==> src/rtl/lsu_pkg.sv <==
// Shared types and constants for the load/store RAM master.
//
// Contents:
//   size_e     access size encoding (byte/half/word; 2'b11 is handled as a word)
//   state_e    FSM states of lsu_ram_master
//   MASK_*     right-aligned byte-enable masks for each access size
//   size_mask  maps a raw 2-bit size to its right-aligned byte mask
package lsu_pkg;

  typedef enum logic [1:0] {
    SZ_BYTE = 2'b00,
    SZ_HALF = 2'b01,
    SZ_WORD = 2'b10
  } size_e;

  typedef enum logic [1:0] {
    ST_IDLE  = 2'b00,
    ST_SPLIT = 2'b01,
    ST_RESP  = 2'b10
  } state_e;

  localparam logic [3:0] MASK_BYTE = 4'b0001;
  localparam logic [3:0] MASK_HALF = 4'b0011;
  localparam logic [3:0] MASK_WORD = 4'b1111;

  // The unused encoding 2'b11 falls through to a full word.
  function automatic logic [3:0] size_mask(input logic [1:0] size);
    case (size)
      SZ_BYTE: return MASK_BYTE;
      SZ_HALF: return MASK_HALF;
      default: return MASK_WORD;
    endcase
  endfunction

endpackage

==> src/rtl/lsu_ram_master_if.sv <==
// One port of the dual-port data RAM as seen by the load/store master.
//
// Signals:
//   en     access enable
//   addr   word address (ADDR_WIDTH bits)
//   we     write enable
//   be     byte enables, one per byte lane
//   wdata  lane-aligned write data
//   rdata  read data, valid the cycle after en
//
// Modports: master (the LSU side), slave (the RAM side).
interface lsu_ram_master_if #(
  parameter int ADDR_WIDTH = 8
);

  logic                  en;
  logic [ADDR_WIDTH-1:0] addr;
  logic                  we;
  logic [3:0]            be;
  logic [31:0]           wdata;
  logic [31:0]           rdata;

  modport master (
    output en, addr, we, be, wdata,
    input  rdata
  );

  modport slave (
    input  en, addr, we, be, wdata,
    output rdata
  );

endinterface

==> src/rtl/lsu_lane_align.sv <==
// Purely combinational byte-lane alignment for the load/store master.
//
// Store side:
//   st_size, st_off, st_wdata -> be8 (byte enables across two words)
//                               d64 (write data shifted into its lanes)
// Load side:
//   ld_size, ld_off, ld_sign_ext, ld_data64 -> ld_result
//   ld_data64 is {upper word, lower word}; the addressed bytes are shifted
//   down to bit 0, truncated to the access size and sign/zero-extended.
module lsu_lane_align
  import lsu_pkg::*;
(
  input  logic [1:0]  st_size,
  input  logic [1:0]  st_off,
  input  logic [31:0] st_wdata,
  output logic [7:0]  be8,
  output logic [63:0] d64,
  input  logic [1:0]  ld_size,
  input  logic [1:0]  ld_off,
  input  logic        ld_sign_ext,
  input  logic [63:0] ld_data64,
  output logic [31:0] ld_result
);

  logic [63:0] shifted;
  logic        unused_shifted_hi;

  always_comb begin
    be8       = {4'b0000, size_mask(st_size)} << st_off;
    d64       = {32'h0000_0000, st_wdata} << {st_off, 3'b000};
    shifted   = ld_data64 >> {ld_off, 3'b000};
    ld_result = shifted[31:0];
    case (ld_size)
      SZ_BYTE: ld_result = ld_sign_ext ? {{24{shifted[7]}}, shifted[7:0]}
                                       : {24'h00_0000, shifted[7:0]};
      SZ_HALF: ld_result = ld_sign_ext ? {{16{shifted[15]}}, shifted[15:0]}
                                       : {16'h0000, shifted[15:0]};
      default: ld_result = shifted[31:0];
    endcase
  end

  // Only the low word of the shifted load data is ever returned.
  assign unused_shifted_hi = ^shifted[63:32];

endmodule

==> src/rtl/lsu_ram_master.sv <==
// Load/store initiator driving one port of the data RAM for the core LSU.
//
// Core side:
//   req_i/ready_o   request handshake, accepted when req_i && ready_o
//   we_i            1 = store, 0 = load
//   size_i          00 byte, 01 half, 10/11 word
//   sign_ext_i      loads: sign-extend (1) or zero-extend (0)
//   addr_i          byte address; bits [ADDR_WIDTH+1:2] select the word
//   wdata_i         right-aligned store data
//   rvalid_o        one-cycle completion pulse for loads and stores
//   rdata_o         load result, valid with rvalid_o (held across stores)
// RAM side:
//   ram             lsu_ram_master_if master port (en/addr/we/be/wdata/rdata)
//
// Accesses that cross a word boundary are split into two consecutive RAM
// accesses; a split store that is interrupted by reset keeps its first word.
module lsu_ram_master
  import lsu_pkg::*;
#(
  parameter int ADDR_WIDTH = 8
) (
  input  logic                    clk_i,
  input  logic                    rst_i,
  input  logic                    req_i,
  output logic                    ready_o,
  input  logic                    we_i,
  input  logic [1:0]              size_i,
  input  logic                    sign_ext_i,
  input  logic [31:0]             addr_i,
  input  logic [31:0]             wdata_i,
  output logic                    rvalid_o,
  output logic [31:0]             rdata_o,
  lsu_ram_master_if.master        ram
);

  state_e                state_q, state_d;

  logic [1:0]            off_q;
  logic [1:0]            size_q;
  logic                  sign_ext_q;
  logic                  we_q;
  logic                  split_q;
  logic [3:0]            be_hi_q;
  logic [31:0]           wdata_hi_q;
  logic [ADDR_WIDTH-1:0] addr_next_q;
  logic [31:0]           lo_hold_q;

  logic [ADDR_WIDTH-1:0] word_addr;
  logic [7:0]            be8;
  logic [63:0]           d64;
  logic                  is_split;
  logic                  accept;
  logic [63:0]           load_data64;
  logic [31:0]           load_result;
  logic                  unused_addr_hi;

  assign word_addr = addr_i[ADDR_WIDTH+1:2];
  assign is_split  = |be8[7:4];
  assign ready_o   = (state_q == ST_IDLE) && !rst_i;
  assign accept    = req_i && ready_o;

  // Upper address bits alias onto the RAM and are intentionally ignored.
  assign unused_addr_hi = ^addr_i[31:ADDR_WIDTH+2];

  // A split load glues the second word above the one captured in SPLIT.
  assign load_data64 = split_q ? {ram.rdata, lo_hold_q}
                               : {32'h0000_0000, ram.rdata};

  lsu_lane_align u_lane_align (
    .st_size     (size_i),
    .st_off      (addr_i[1:0]),
    .st_wdata    (wdata_i),
    .be8         (be8),
    .d64         (d64),
    .ld_size     (size_q),
    .ld_off      (off_q),
    .ld_sign_ext (sign_ext_q),
    .ld_data64   (load_data64),
    .ld_result   (load_result)
  );

  // Next-state and RAM port drive. Every RAM output stays zero unless the
  // port is enabled, and reset blocks the second half of a split access.
  always_comb begin
    state_d   = state_q;
    ram.en    = 1'b0;
    ram.addr  = '0;
    ram.we    = 1'b0;
    ram.be    = 4'b0000;
    ram.wdata = 32'h0000_0000;
    case (state_q)
      ST_IDLE: begin
        if (accept) begin
          ram.en    = 1'b1;
          ram.addr  = word_addr;
          ram.we    = we_i;
          ram.be    = be8[3:0];
          ram.wdata = d64[31:0];
          state_d   = is_split ? ST_SPLIT : ST_RESP;
        end
      end
      ST_SPLIT: begin
        if (!rst_i) begin
          ram.en    = 1'b1;
          ram.addr  = addr_next_q;
          ram.we    = we_q;
          ram.be    = be_hi_q;
          ram.wdata = wdata_hi_q;
        end
        state_d = ST_RESP;
      end
      ST_RESP: begin
        state_d = ST_IDLE;
      end
      default: begin
        state_d = ST_IDLE;
      end
    endcase
  end

  // State register, request holding registers and the response outputs.
  // Stores complete with rvalid_o but leave rdata_o untouched.
  always_ff @(posedge clk_i) begin
    if (rst_i) begin
      state_q     <= ST_IDLE;
      rvalid_o    <= 1'b0;
      rdata_o     <= 32'h0000_0000;
      off_q       <= 2'b00;
      size_q      <= 2'b00;
      sign_ext_q  <= 1'b0;
      we_q        <= 1'b0;
      split_q     <= 1'b0;
      be_hi_q     <= 4'b0000;
      wdata_hi_q  <= 32'h0000_0000;
      addr_next_q <= '0;
      lo_hold_q   <= 32'h0000_0000;
    end else begin
      state_q  <= state_d;
      rvalid_o <= (state_q == ST_RESP);
      if (accept) begin
        off_q       <= addr_i[1:0];
        size_q      <= size_i;
        sign_ext_q  <= sign_ext_i;
        we_q        <= we_i;
        split_q     <= is_split;
        be_hi_q     <= be8[7:4];
        wdata_hi_q  <= d64[63:32];
        addr_next_q <= word_addr + ADDR_WIDTH'(1);
      end
      if (state_q == ST_SPLIT) begin
        lo_hold_q <= ram.rdata;
      end
      if (state_q == ST_RESP && !we_q) begin
        rdata_o <= load_result;
      end
    end
  end

endmodule
==> src/flat_wrapper.sv <==
// flat-port wrapper written by rule: the top's interface ports become plain ports
module lsu_ram_master_flat import lsu_pkg::*;
#(
  parameter int ADDR_WIDTH = 8
)
  (clk_i, rst_i, req_i, ready_o, we_i, size_i, sign_ext_i, addr_i, wdata_i, rvalid_o, rdata_o, ram_en, ram_addr, ram_we, ram_be, ram_wdata, ram_rdata);
  lsu_ram_master_if #(.ADDR_WIDTH(ADDR_WIDTH)) ram_i ();
  input  logic clk_i;
  input  logic rst_i;
  input  logic req_i;
  output logic ready_o;
  input  logic we_i;
  input  logic [1:0] size_i;
  input  logic sign_ext_i;
  input  logic [31:0] addr_i;
  input  logic [31:0] wdata_i;
  output logic rvalid_o;
  output logic [31:0] rdata_o;
  output wire logic [$bits(ram_i.en)-1:0] ram_en;
  output wire logic [$bits(ram_i.addr)-1:0] ram_addr;
  output wire logic [$bits(ram_i.we)-1:0] ram_we;
  output wire logic [$bits(ram_i.be)-1:0] ram_be;
  output wire logic [$bits(ram_i.wdata)-1:0] ram_wdata;
  input wire logic [$bits(ram_i.rdata)-1:0] ram_rdata;
  assign ram_en = ram_i.en;
  assign ram_addr = ram_i.addr;
  assign ram_we = ram_i.we;
  assign ram_be = ram_i.be;
  assign ram_wdata = ram_i.wdata;
  assign ram_i.rdata = ram_rdata;
  lsu_ram_master #(.ADDR_WIDTH(ADDR_WIDTH)) u_core (.clk_i(clk_i), .rst_i(rst_i), .req_i(req_i), .ready_o(ready_o), .we_i(we_i), .size_i(size_i), .sign_ext_i(sign_ext_i), .addr_i(addr_i), .wdata_i(wdata_i), .rvalid_o(rvalid_o), .rdata_o(rdata_o), .ram(ram_i));
endmodule
==> config.mk <==
export PLATFORM = sky130hd
export DESIGN_NAME = lsu_ram_master_flat
export DESIGN_NICKNAME = d
export VERILOG_FILES = /design/src/rtl/lsu_pkg.sv /design/src/rtl/lsu_ram_master_if.sv /design/src/rtl/lsu_lane_align.sv /design/src/rtl/lsu_ram_master.sv /design/src/flat_wrapper.sv
export SDC_FILE = /design/constraint.sdc
export NUM_CORES = 1
export LEC_CHECK = 0
export CORE_UTILIZATION = 43
export CTS_BUF_LIST = sky130_fd_sc_hd__clkbuf_4 sky130_fd_sc_hd__clkbuf_8 sky130_fd_sc_hd__clkbuf_16
export CTS_CLUSTER_DIAMETER = 120
export DETAILED_ROUTE_END_ITERATION = 12
export PLACE_DENSITY = 0.77
export SLEW_MARGIN = 10
export SYNTH_ARGS = -nofsm -noshare
export SYNTH_HDL_FRONTEND = slang
export SYNTH_SLANG_ARGS = --single-unit
==> constraint.sdc <==
create_clock -name clk_i -period 1.9 [get_ports clk_i]
set_clock_uncertainty 0.15 [all_clocks]
set_input_delay 0.38 -clock clk_i [delete_from_list [all_inputs] [get_ports clk_i]]
set_output_delay 0.38 -clock clk_i [all_outputs]
set_load 0.1 [all_outputs]
* Word-level counts from Yosys, hierarchy flattened
Index checks and enable logic that the tools add are counted.
Word-level totals: bits of input ports 103, output and inout port bits 80, ROM bits 0, word-level logic and storage cells 53, latch bits 0, bits in registers 118, bits in writable memories 0, memories kept 0
Cells by class: multiplexer cells 23, add/subtract/negate cells 1, shifts and indexed selects 3, multipliers 0, reductions and logical operators 9, bitwise operators 0, eq/ne operators 5, magnitude comparators 0, div/mod/pow operators 0
Operators with widths (number):
- $mux 32 | 4
- $pmux 32 s2 | 2
- $mux 64 | 1
- $shl 32x5->64 | 1
- $shr 64x5->32 | 1
- $mux 8 | 2
- $pmux 4 s2 | 2
- $pmux 8 s2 | 1
- $add 8x1->8 const B | 1
- $mux 4 | 2
- $shl 4x2->8 | 1
- $eq 2x1->1 const B | 3
- $logic_not 2->1 | 3
- $mux 1 | 4
- $mux 2 | 2
- $pmux 1 s2 | 2
- $pmux 2 s2 | 1
- $reduce_or 4->1 | 1
- $logic_and 1x1->1 | 3
- $eq 2x2->1 const B | 1
- $logic_not 1->1 | 2
- $ne 2x1->1 const B | 1

* Longest topological paths before layout
Gate-level depths: netlist of run 1.
depth after elaboration 7, mapped depth 8

* Modules after synthesis
Synthesis of run 1 repeated with hierarchy kept, for this count alone.
Second synthesis, totals: cells, all modules 945, area total of the unflattened synthesis 7469.7 um^2
By module, submodules not included:
- lsu_ram_master | times used 1, cells an instance 704, area each 5437.7 um^2
- lsu_lane_align | times used 1, cells an instance 241, area each 2031.9 um^2

* Worst setup path before layout of run 1
OpenSTA, ideal clock, no wires.
path type in2out, start input port rst_i, end output port ram_wdata[24], setup slack -3.371 ns, stages on the path 6, arrival time 4.741 ns, required time 1.370 ns, path through clkbuf_1 > nor3_2 > nand2_1 > buf_2 > buf_1 > a211oi_1
On the way: cells in the longest elaborated chain, start to end 5
RTL lines:
- start: declaration | RTL line flat_wrapper.sv:9 | input logic rst_i;
- $logic_not 1->1 | RTL line lsu_ram_master.sv:59 | assign ready_o = (state_q == ST_IDLE) && !rst_i;
- $logic_and 1x1->1 | RTL line lsu_ram_master.sv:59
- net ready_o | RTL line flat_wrapper.sv:11 | output logic ready_o;
- $logic_and 1x1->1 | RTL line lsu_ram_master.sv:60 | assign accept = req_i && ready_o;
- $mux 32 | RTL line lsu_ram_master.sv:93 | if (accept) begin
- $pmux 32 s2 | RTL line lsu_ram_master.sv:91 | case (state_q)
- end: declaration | RTL line flat_wrapper.sv:23 | output wire logic [$bits(ram_i.wdata)-1:0] ram_wdata;
The timed path passes the listed nets, and every way through them passes these cells.

* Worst setup path in the final report of run 1
start register u_core.state_q[0], end output port ram_be[2]
On the way: cells in the longest elaborated chain, start to end 5
RTL lines:
- start: declaration | RTL line lsu_ram_master.sv:36 | state_e state_q, state_d;
- start signal: assignment | RTL line lsu_ram_master.sv:138 | state_q <= state_d;
- $logic_not 2->1 | RTL line lsu_ram_master.sv:59, lsu_ram_master.sv:91
- $logic_and 1x1->1 | RTL line lsu_ram_master.sv:59
- $logic_and 1x1->1 | RTL line lsu_ram_master.sv:60
- $mux 4 | RTL line lsu_ram_master.sv:93
- $pmux 4 s2 * | RTL line lsu_ram_master.sv:91
- end: declaration | RTL line flat_wrapper.sv:22 | output wire logic [$bits(ram_i.be)-1:0] ram_be;
Every way passes the cells marked *; elsewhere a longest branch is shown, timed or not.

==> summary.txt, run 1 <==
Logic synthesis
  – Post-synth EDFFs: 0
  – Post-synthesis sequential area ratio: 0.362
  – Mapped Area: 0.00603 mm²
  – Top FF cell, synth: dfxtp_1
  – Post-synthesis cell count: 741
  – FF+latch count, synth: 109
  – Syn. warnings: 0
  – Async S/R FF share, synth: 0
  – Mean post-synth cell area: 8.14 µm²
  – Post-synthesis cell type count: 57
  – Syn Nets: 845

Die
  – Core area: 0.0135 mm²
  – DIE AREA: 0.0145 mm²
  – IO Pins: 183
  – Chip Height: 120 µm
  – Die width: 120 µm
  – Std cell rows: 42
  – Initial Utilization: 0.448

Worst setup path
  – Worst setup endpoint: ram_be[2]
  – Reg2Reg Depth: 8
  – Crit end category: output pin
  – Reg-to-Reg End: u_core.be_hi_q[2]$_SDFFE_PP0N_
  – CP startpoint: u_core.state_q[0]$_SDFFE_PP0P_
  – CP arrival: 2.08 ns
  – Required time worst endpoint: 1.37 ns
  – Reg2reg start: u_core.state_q[0]$_SDFFE_PP0P_
  – Worst R2R Setup Slack: -0.21 ns
  – CP startpoint kind: flop
  – WS Path Type: flop to output pin
  – Worst Path Max Fanout: 4

Place
  – Number of I/O port buffers: 160
  – DP Cell Count: 1,155
  – Placer congestion estimate: 0.881
  – Place WS: -0.717 ns
  – Dpl cell area: 0.00999 mm²
  – Post-DP HPWL: 16.2 mm

Power and ir drop
  – Leakage power: 4.28 nW
  – Final Total Pwr: 7.16 mW
  – Power per Cell Area: 646 mW/mm²
  – Peak supply drop: 454 µV

Clock tree
  – CTS sink count: 109
  – Clock-pin slew on the worst setup and hold paths: 0.08 ns
  – Total CTS buffers: 9
  – Clock latency on the worst-skew pair: 0.37 ns
  – CTS tree: yes
  – CTS max path bufs: 2
  – CTS Hold Buffers Added: 0
  – Htree depth: 3
  – CTS Root Cell: clkbuf_16

Timing
  – Worst Max-Slew Pin Slew: 0.538 ns
  – Final worst path period need: 2.61 ns
  – Fmax: 383 MHz
  – Setup ws final: -0.710 ns
  – Period utilization: 1.37
  – Post-Route Setup TNS: -27.60 ns
  – Fin. Hold Viols: 0
  – Final setup viols: 82
  – Final Max Slew Viols: 0
  – Max-slew headroom: 0.642
  – RSZ-0062 raised after global routing: true

Run status
  – Run status: finished with violations
  – Violated checks: setup timing

Routing
  – Final wirelength: 31.3 mm
  – Drc violations: 0
  – DRT Pass-1 Iters: 9
  – Wire per inst: 25.9 µm
  – Routed vias: 8,116
  – Post-route ant nets: 0
  – Drt first-iter violations: 1,438
  – Vias per cell: 6.71

Final layout
  – Total Nets Final: 1,128
  – Most frequent cells in the layout: buf_4, nand2_1, dfxtp_1, buf_12, clkdlybuf4s50_1
  – Layout cells sized above 1: 0.388
  – Post-Layout Cell Count: 1,209
  – Post-route cell area: 0.0111 mm²
  – Filler cell count: 647
  – Area added between synthesis and finish: 84.0%
  – Commonest non-fill, non-tap cell in the layout: buf_4

Global routing
  – Total congestion overflow: 0
  – Initial antenna violation count: 4
  – Tot GR Track Use: 0.353
  – Pin count of the biggest net entering global routing: 41
  – First-pass GRT wire length: 39.3 mm
  – Vias in the first global route: 7,185

Flow run
  – Total of max-cap violations: 0

Min path
  – Hold WC Path Type: input port to flop
==> area by class of cell <==
class                      instances  area (µm²)  area share
tap                              176         220      0.0198
antenna                            4        10.0    0.000902
clock buffer                      10         233      0.0210
clock inverter                     6        47.5     0.00428
sequential                       109        2190       0.197
timing repair buffer             338        4100       0.370
multi-input combinational        562        4280       0.385
inverter                           4        15.0     0.00135
==> stage by stage <==
stage / hold slack (ns) / utilization
4_1_cts: 0.287 / 0.790
3_5_place_dp: 0.294 / 0.743
6_report: 0.225 / 0.825
3_3_place_gp: 0.289 / 0.743
2_1_floorplan: 0.282 / -
5_1_grt: 0.229 / 0.824
==> synthesized netlist by cell type, drive strengths merged (2+ instances only) <==
cell type  instances  area share
o211ai             5      0.0071
a221oi             3      0.0044
a211oi            22       0.027
inv                4      0.0025
nor2b              9      0.0093
xor2               3      0.0044
a311oi             3      0.0044
mux4              11       0.041
o22ai              9       0.010
dfxtp            109        0.36
and2               2      0.0021
nor3b              3      0.0064
clkbuf            40       0.025
nand4              4      0.0041
o21ai             44       0.037
o32ai             11       0.016
nor3              10      0.0091
a31oi              2      0.0021
mux2              13       0.025
a22o              16       0.023
nand2            132       0.082
nand2b             5      0.0052
nand3             33       0.027
xnor2              3      0.0044
a22oi              6      0.0075
a21oi             77       0.064
mux2i             61        0.10
nor2              61       0.039
buf               26       0.024
==> cells by family (layout without fill, tap and decap cells) <==
group,Yosys count,after routing,share of synthesized area
buffers and inverters,70,358,0.0516
AO/OA/AOI/OAI,205,205,0.214
multiplexers,85,85,0.167
flip-flops,109,109,0.362
other,0,4,0
adder cells (fa/ha/maj),1,1,0.00207
XOR/XNOR,6,6,0.00871
AND/OR/NAND/NOR,265,265,0.194
==> power breakdown <==
part	internal, mW	total [mW]	switching, mW
Sequential	2.40	2.52	0.129
Combinational	1.16	2.76	1.60
Clock	0.922	1.88	0.954
Total	4.48	7.16	2.69
==> how the worst min path moves through the flow <==
stage | from | end | slack, ns | depth (start not counted)
floorplan | u_core.wdata_hi_q[17]$_SDFFE_PP0N_ | u_core.wdata_hi_q[17]$_SDFFE_PP0N_ | 0.28 | 2
CTS | addr_i[1] | u_core.off_q[1]$_SDFFE_PP0N_ | 0.29 | 4
detailed placement | u_core.wdata_hi_q[23]$_SDFFE_PP0N_ | u_core.wdata_hi_q[23]$_SDFFE_PP0N_ | 0.29 | 2
finish | ram_rdata[31] | u_core.lo_hold_q[31]$_SDFFE_PP0N_ | 0.22 | 3
global route | ram_rdata[31] | u_core.lo_hold_q[31]$_SDFFE_PP0N_ | 0.23 | 3
global placement | u_core.wdata_hi_q[18]$_SDFFE_PP0N_ | u_core.wdata_hi_q[18]$_SDFFE_PP0N_ | 0.29 | 2
==> worst max-delay path, cell delays in order, from the launching register on <==
cell and delay (ns):
dfxtp_2 0.36, nor3_4 0.26, nand2_2 0.17, nor3b_4 0.26, buf_4 0.22, a21oi_1 0.08
o21ai_4 0.13, buf_12 0.22
==> registers in the layout, indices dropped and copies added (netlist names) <==
| name | cells |
|---|---|
| u_core.rvalid_o | 1 |
| u_core.size_q | 2 |
| u_core.lo_hold_q | 32 |
| u_core.rdata_o | 32 |
| u_core.state_q | 2 |
| u_core.we_q | 1 |
| u_core.off_q | 2 |
| u_core.addr_next_q | 8 |
| u_core.wdata_hi_q | 24 |
| u_core.be_hi_q | 3 |
| u_core.split_q | 1 |
| u_core.sign_ext_q | 1 |
==> what timing repair did <==
| action | 4_1_cts | 5_1_grt |
|---|---|---|
| resized for setup | 45 | 57 |
| pin swaps | 10 | 12 |
| setup buffers | 10 | 19 |
| setup endpoints to repair | 75 | 90 |
| gates cloned | 3 | 4 |
==> layer usage <==
layer / share of wire / wire [µm] / track usage / up-vias
met2: 0.46 / 14300 / 0.588 / 841
met5: 0 / 0 / 0 / -
met4: 0.087 / 2720 / 0.236 / 0
met3: 0.12 / 3890 / 0.0882 / 296
li1: - / - / - / 3222
met1: 0.33 / 10400 / 0.400 / 3757
(Power assumes the default switching activity.)
==> inputs of run 2 (changes only) <==
- ABC_AREA: unset -> 0
- CELL_PAD_IN_SITES_DETAIL_PLACEMENT: unset -> 1
- CELL_PAD_IN_SITES_GLOBAL_PLACEMENT: unset -> 1
- CORE_UTILIZATION: 43 -> 31
- PLACE_DENSITY: 0.77 -> unset
- PLACE_DENSITY_LB_ADDON: unset -> 0.1
==> run 2 against run 1 <==
Effect of this change:
- the flow still finishes with violations (setup timing)
- worst hold slack better by 0.087 ns
- setup slack better by 0.13 ns
- fmax up 5.4%
- clock power up 3%
- register-to-register slack better by 0.05 ns
- cell count up 5.3%
- total power down 0.87%
- global-route usage down 9.7 points
- sequential share of layout area down 0.18 points
- core utilization down 23 points
- critical path type unchanged
- largest cell class unchanged
- highest routed layer unchanged
==> summary.txt, run 2 (same netlist as run 1, synthesis figures left out) <==
Die
  – Core area: 0.0189 mm² (was 0.0135 mm²)
  – DIE AREA: 0.0200 mm² (was 0.0145 mm²)
  – Std cell rows: 50 (was 42)
  – Initial Utilization: 0.319 (was 0.448)
  – IO Pins: 183 (unchanged)
  – Chip Height: 141 µm (was 120 µm)
  – Die width: 141 µm (was 120 µm)

Clock tree
  – Clock-pin slew on the worst setup and hold paths: 0.08 ns (about the same)
  – Htree depth: 3 (unchanged)
  – CTS tree: yes (unchanged)
  – Total CTS buffers: 9 (unchanged)
  – CTS max path bufs: 2 (unchanged)
  – CTS Root Cell: clkbuf_16 (unchanged)
  – CTS sink count: 109 (unchanged)
  – Clock latency on the worst-skew pair: 0.36 ns (was 0.37 ns)
  – CTS Hold Buffers Added: 0 (unchanged)

Worst setup path
  – Crit end category: output pin (unchanged)
  – CP startpoint: u_core.state_q[0]$_SDFFE_PP0P_ (unchanged)
  – Reg2reg start: u_core.split_q$_SDFFE_PP0N_ (was u_core.state_q[0]$_SDFFE_PP0P_)
  – Reg-to-Reg End: u_core.rdata_o[25]$_SDFFE_PP0P_ (was u_core.be_hi_q[2]$_SDFFE_PP0N_)
  – WS Path Type: flop to output pin (unchanged)
  – CP bufs+invs: 2 (unchanged)
  – Critical-path top delay cell: dfxtp_2 (unchanged)
  – Crit-path cells: nor3_4 -> and2_4 -> nand2b_4 -> nor2_4 -> buf_6 -> a22o_2 -> buf_12 (was nor3_4 -> nand2_2 -> nor3b_4 -> buf_4 -> a21oi_1 -> o21ai_4 -> buf_12)
  – Worst setup endpoint: ram_wdata[5] (was ram_be[2])
  – CP startpoint kind: flop (unchanged)
  – Worst R2R Setup Slack: -0.16 ns (was -0.21 ns)
  – CP top delay family: simple AND/OR/NAND/NOR gates (unchanged)
  – CP arrival: 1.95 ns (was 2.08 ns)
  – CP peak stage delay: 0.35 ns (was 0.36 ns)
  – Worst Path Max Fanout: 4 (unchanged)
  – Required time worst endpoint: 1.37 ns (about the same)
  – Crit. path cell count: 7 (unchanged)
  – Reg2Reg Depth: 8 (unchanged)

Routing
  – Drt first-iter violations: 417 (was 1,438)
  – DRT Pass-1 Iters: 4 (was 9)
  – Vias per cell: 5.36 (was 6.71)
  – Post-route ant nets: 0 (unchanged)
  – Final wirelength: 26.8 mm (was 31.3 mm)
  – Wire per inst: 21.1 µm (was 25.9 µm)
  – Routed vias: 6,817 (was 8,116)
  – Drc violations: 0 (unchanged)

Timing
  – Final Max Slew Viols: 0 (unchanged)
  – Setup ws final: -0.575 ns (was -0.710 ns)
  – Fin. Hold Viols: 0 (unchanged)
  – Final worst path period need: 2.48 ns (was 2.61 ns)
  – Period utilization: 1.30 (was 1.37)
  – Worst Max-Slew Pin Slew: 0.753 ns (was 0.538 ns)
  – Max-slew headroom: 0.498 (was 0.642)
  – Fmax: 404 MHz (was 383 MHz)
  – Post-Route Setup TNS: -21.98 ns (was -27.60 ns)
  – Final setup viols: 70 (was 82)
  – WHS: 0.312 ns (was 0.225 ns)
  – RSZ-0062 raised after global routing: true (unchanged)

Final layout
  – Layout Utilization: 0.593 (was 0.825)
  – Layout cells sized above 1: 0.408 (was 0.388)
  – Register area: 0.00219 mm² (about the same)
  – Area added between synthesis and finish: 85.9% (was 84.0%)
  – Commonest non-fill, non-tap cell in the layout: buf_4 (unchanged)
  – Post-Layout Cell Count: 1,273 (was 1,209)
  – Filler cell count: 2,078 (was 647)
  – Largest registers: u_core.lo_hold_q (32), u_core.rdata_o (32), u_core.wdata_hi_q (24) (unchanged)
  – Total Nets Final: 1,111 (was 1,128)
  – Most frequent cells in the layout: buf_4, nand2_1, dfxtp_1, buf_12, a21oi_1 (was buf_4, nand2_1, dfxtp_1, buf_12, clkdlybuf4s50_1)
  – Area occupied by multi-input gates: 0.00448 mm² (was 0.00428 mm²)

Place
  – DP Cell Count: 1,240 (was 1,155)
  – Number of I/O port buffers: 160 (unchanged)
  – Placer congestion estimate: 0.852 (was 0.881)
  – Post-DP HPWL: 19.0 mm (was 16.2 mm)

Global routing
  – Tot GR Track Use: 0.256 (was 0.353)
  – Total congestion overflow: 0 (unchanged)
  – Pin count of the biggest net entering global routing: 65 (was 41)
  – First-pass GRT wire length: 39.4 mm (was 39.3 mm)
  – Vias in the first global route: 6,991 (was 7,185)
  – Initial antenna violation count: 1 (was 4)

Power and ir drop
  – Final Total Pwr: 7.10 mW (was 7.16 mW)
  – Power per Cell Area: 633 mW/mm² (was 646 mW/mm²)
  – Leakage power: 4.32 nW (was 4.28 nW)
  – Peak supply drop: 576 µV (was 454 µV)

Run status
  – Run status: finished with violations (unchanged)
  – Violated checks: setup timing (unchanged)

Min path
  – Hold WC Path Type: flop to flop (was input port to flop)

Flow run
  – Total of max-cap violations: 0 (unchanged)
[run 2: changes by cell type in the layout (fill, tap and decap cells not counted), sizes merged, moves of 2 or more]
| cell | change |
|---|---|
| buf | -15 |
| bufbuf | -2 |
| diode | -3 |
| inv | +2 |
[run 2: report_power, final]
| group | leakage (nW) | switching, mW | internal (mW) |
|---|---|---|---|
| clock network | 0.145 | 0.998 | 0.929 |
| logic | 3.28 | 1.54 | 1.12 |
| registers | 0.890 | 0.119 | 2.39 |
| total | 4.32 | 2.66 | 4.44 |
[run 2: worst reg2reg max path: cells and delay by family (launching register included)]
kind                   cells  cell delay, ns
buffers and inverters      3            0.41
AOI/OAI and AO/OA          2            0.33
DFF                        1            0.41
muxes                      1            0.22
and+or+nand+nor            2            0.43
[run 2: worst min-delay path by stage]
| stage | cells past startpoint | start | slack, ns | to |
|---|---|---|---|---|
| floorplan | 2 | u_core.wdata_hi_q[17]$_SDFFE_PP0N_ | 0.28 | u_core.wdata_hi_q[17]$_SDFFE_PP0N_ |
| global placement | 2 | u_core.lo_hold_q[15]$_SDFFE_PP0N_ | 0.29 | u_core.lo_hold_q[15]$_SDFFE_PP0N_ |
| detailed placement | 2 | u_core.lo_hold_q[26]$_SDFFE_PP0N_ | 0.30 | u_core.lo_hold_q[26]$_SDFFE_PP0N_ |
| CTS | 3 | ram_rdata[31] | 0.30 | u_core.lo_hold_q[31]$_SDFFE_PP0N_ |
| global route | 2 | u_core.lo_hold_q[4]$_SDFFE_PP0N_ | 0.33 | u_core.lo_hold_q[4]$_SDFFE_PP0N_ |
| finish | 2 | u_core.lo_hold_q[16]$_SDFFE_PP0N_ | 0.31 | u_core.lo_hold_q[16]$_SDFFE_PP0N_ |
[run 2: layout make-up]
class	instances	share of cell area
clock inverters	7	0.00603
repair buffers	321	0.349
clock buffers	9	0.0201
diodes	1	0.000223
inverters	4	0.00134
multi-input cells	562	0.399
flip-flops and latches	109	0.196
well taps	260	0.0290
[run 2: metrics by stage]
step	worst slack, ns	instance area, µm²
2_1_floorplan	-1.38	6570
3_5_place_dp	-0.615	10100
6_report	-0.575	11200
4_1_cts	-0.538	10700
3_3_place_gp	-0.533	10100
5_1_grt	-0.639	11200
[run 2: timing repair]
action                                  4_1_cts  5_1_grt
buffers inserted                              5        7
resized for setup                            58       86
gates cloned                                  1        3
endpoints found under the setup margin       70       71
pin swaps                                     5       21
[run 2: metal layers]
layer / part of all wire / vias up / wire length, µm / track usage
met5: 0 / - / 0 / 0
met4: 0.018 / 0 / 488 / 0.0753
met3: 0.042 / 27 / 1120 / 0.0452
met2: 0.50 / 168 / 13400 / 0.434
met1: 0.44 / 3439 / 11800 / 0.332
li1: - / 3183 / - / -
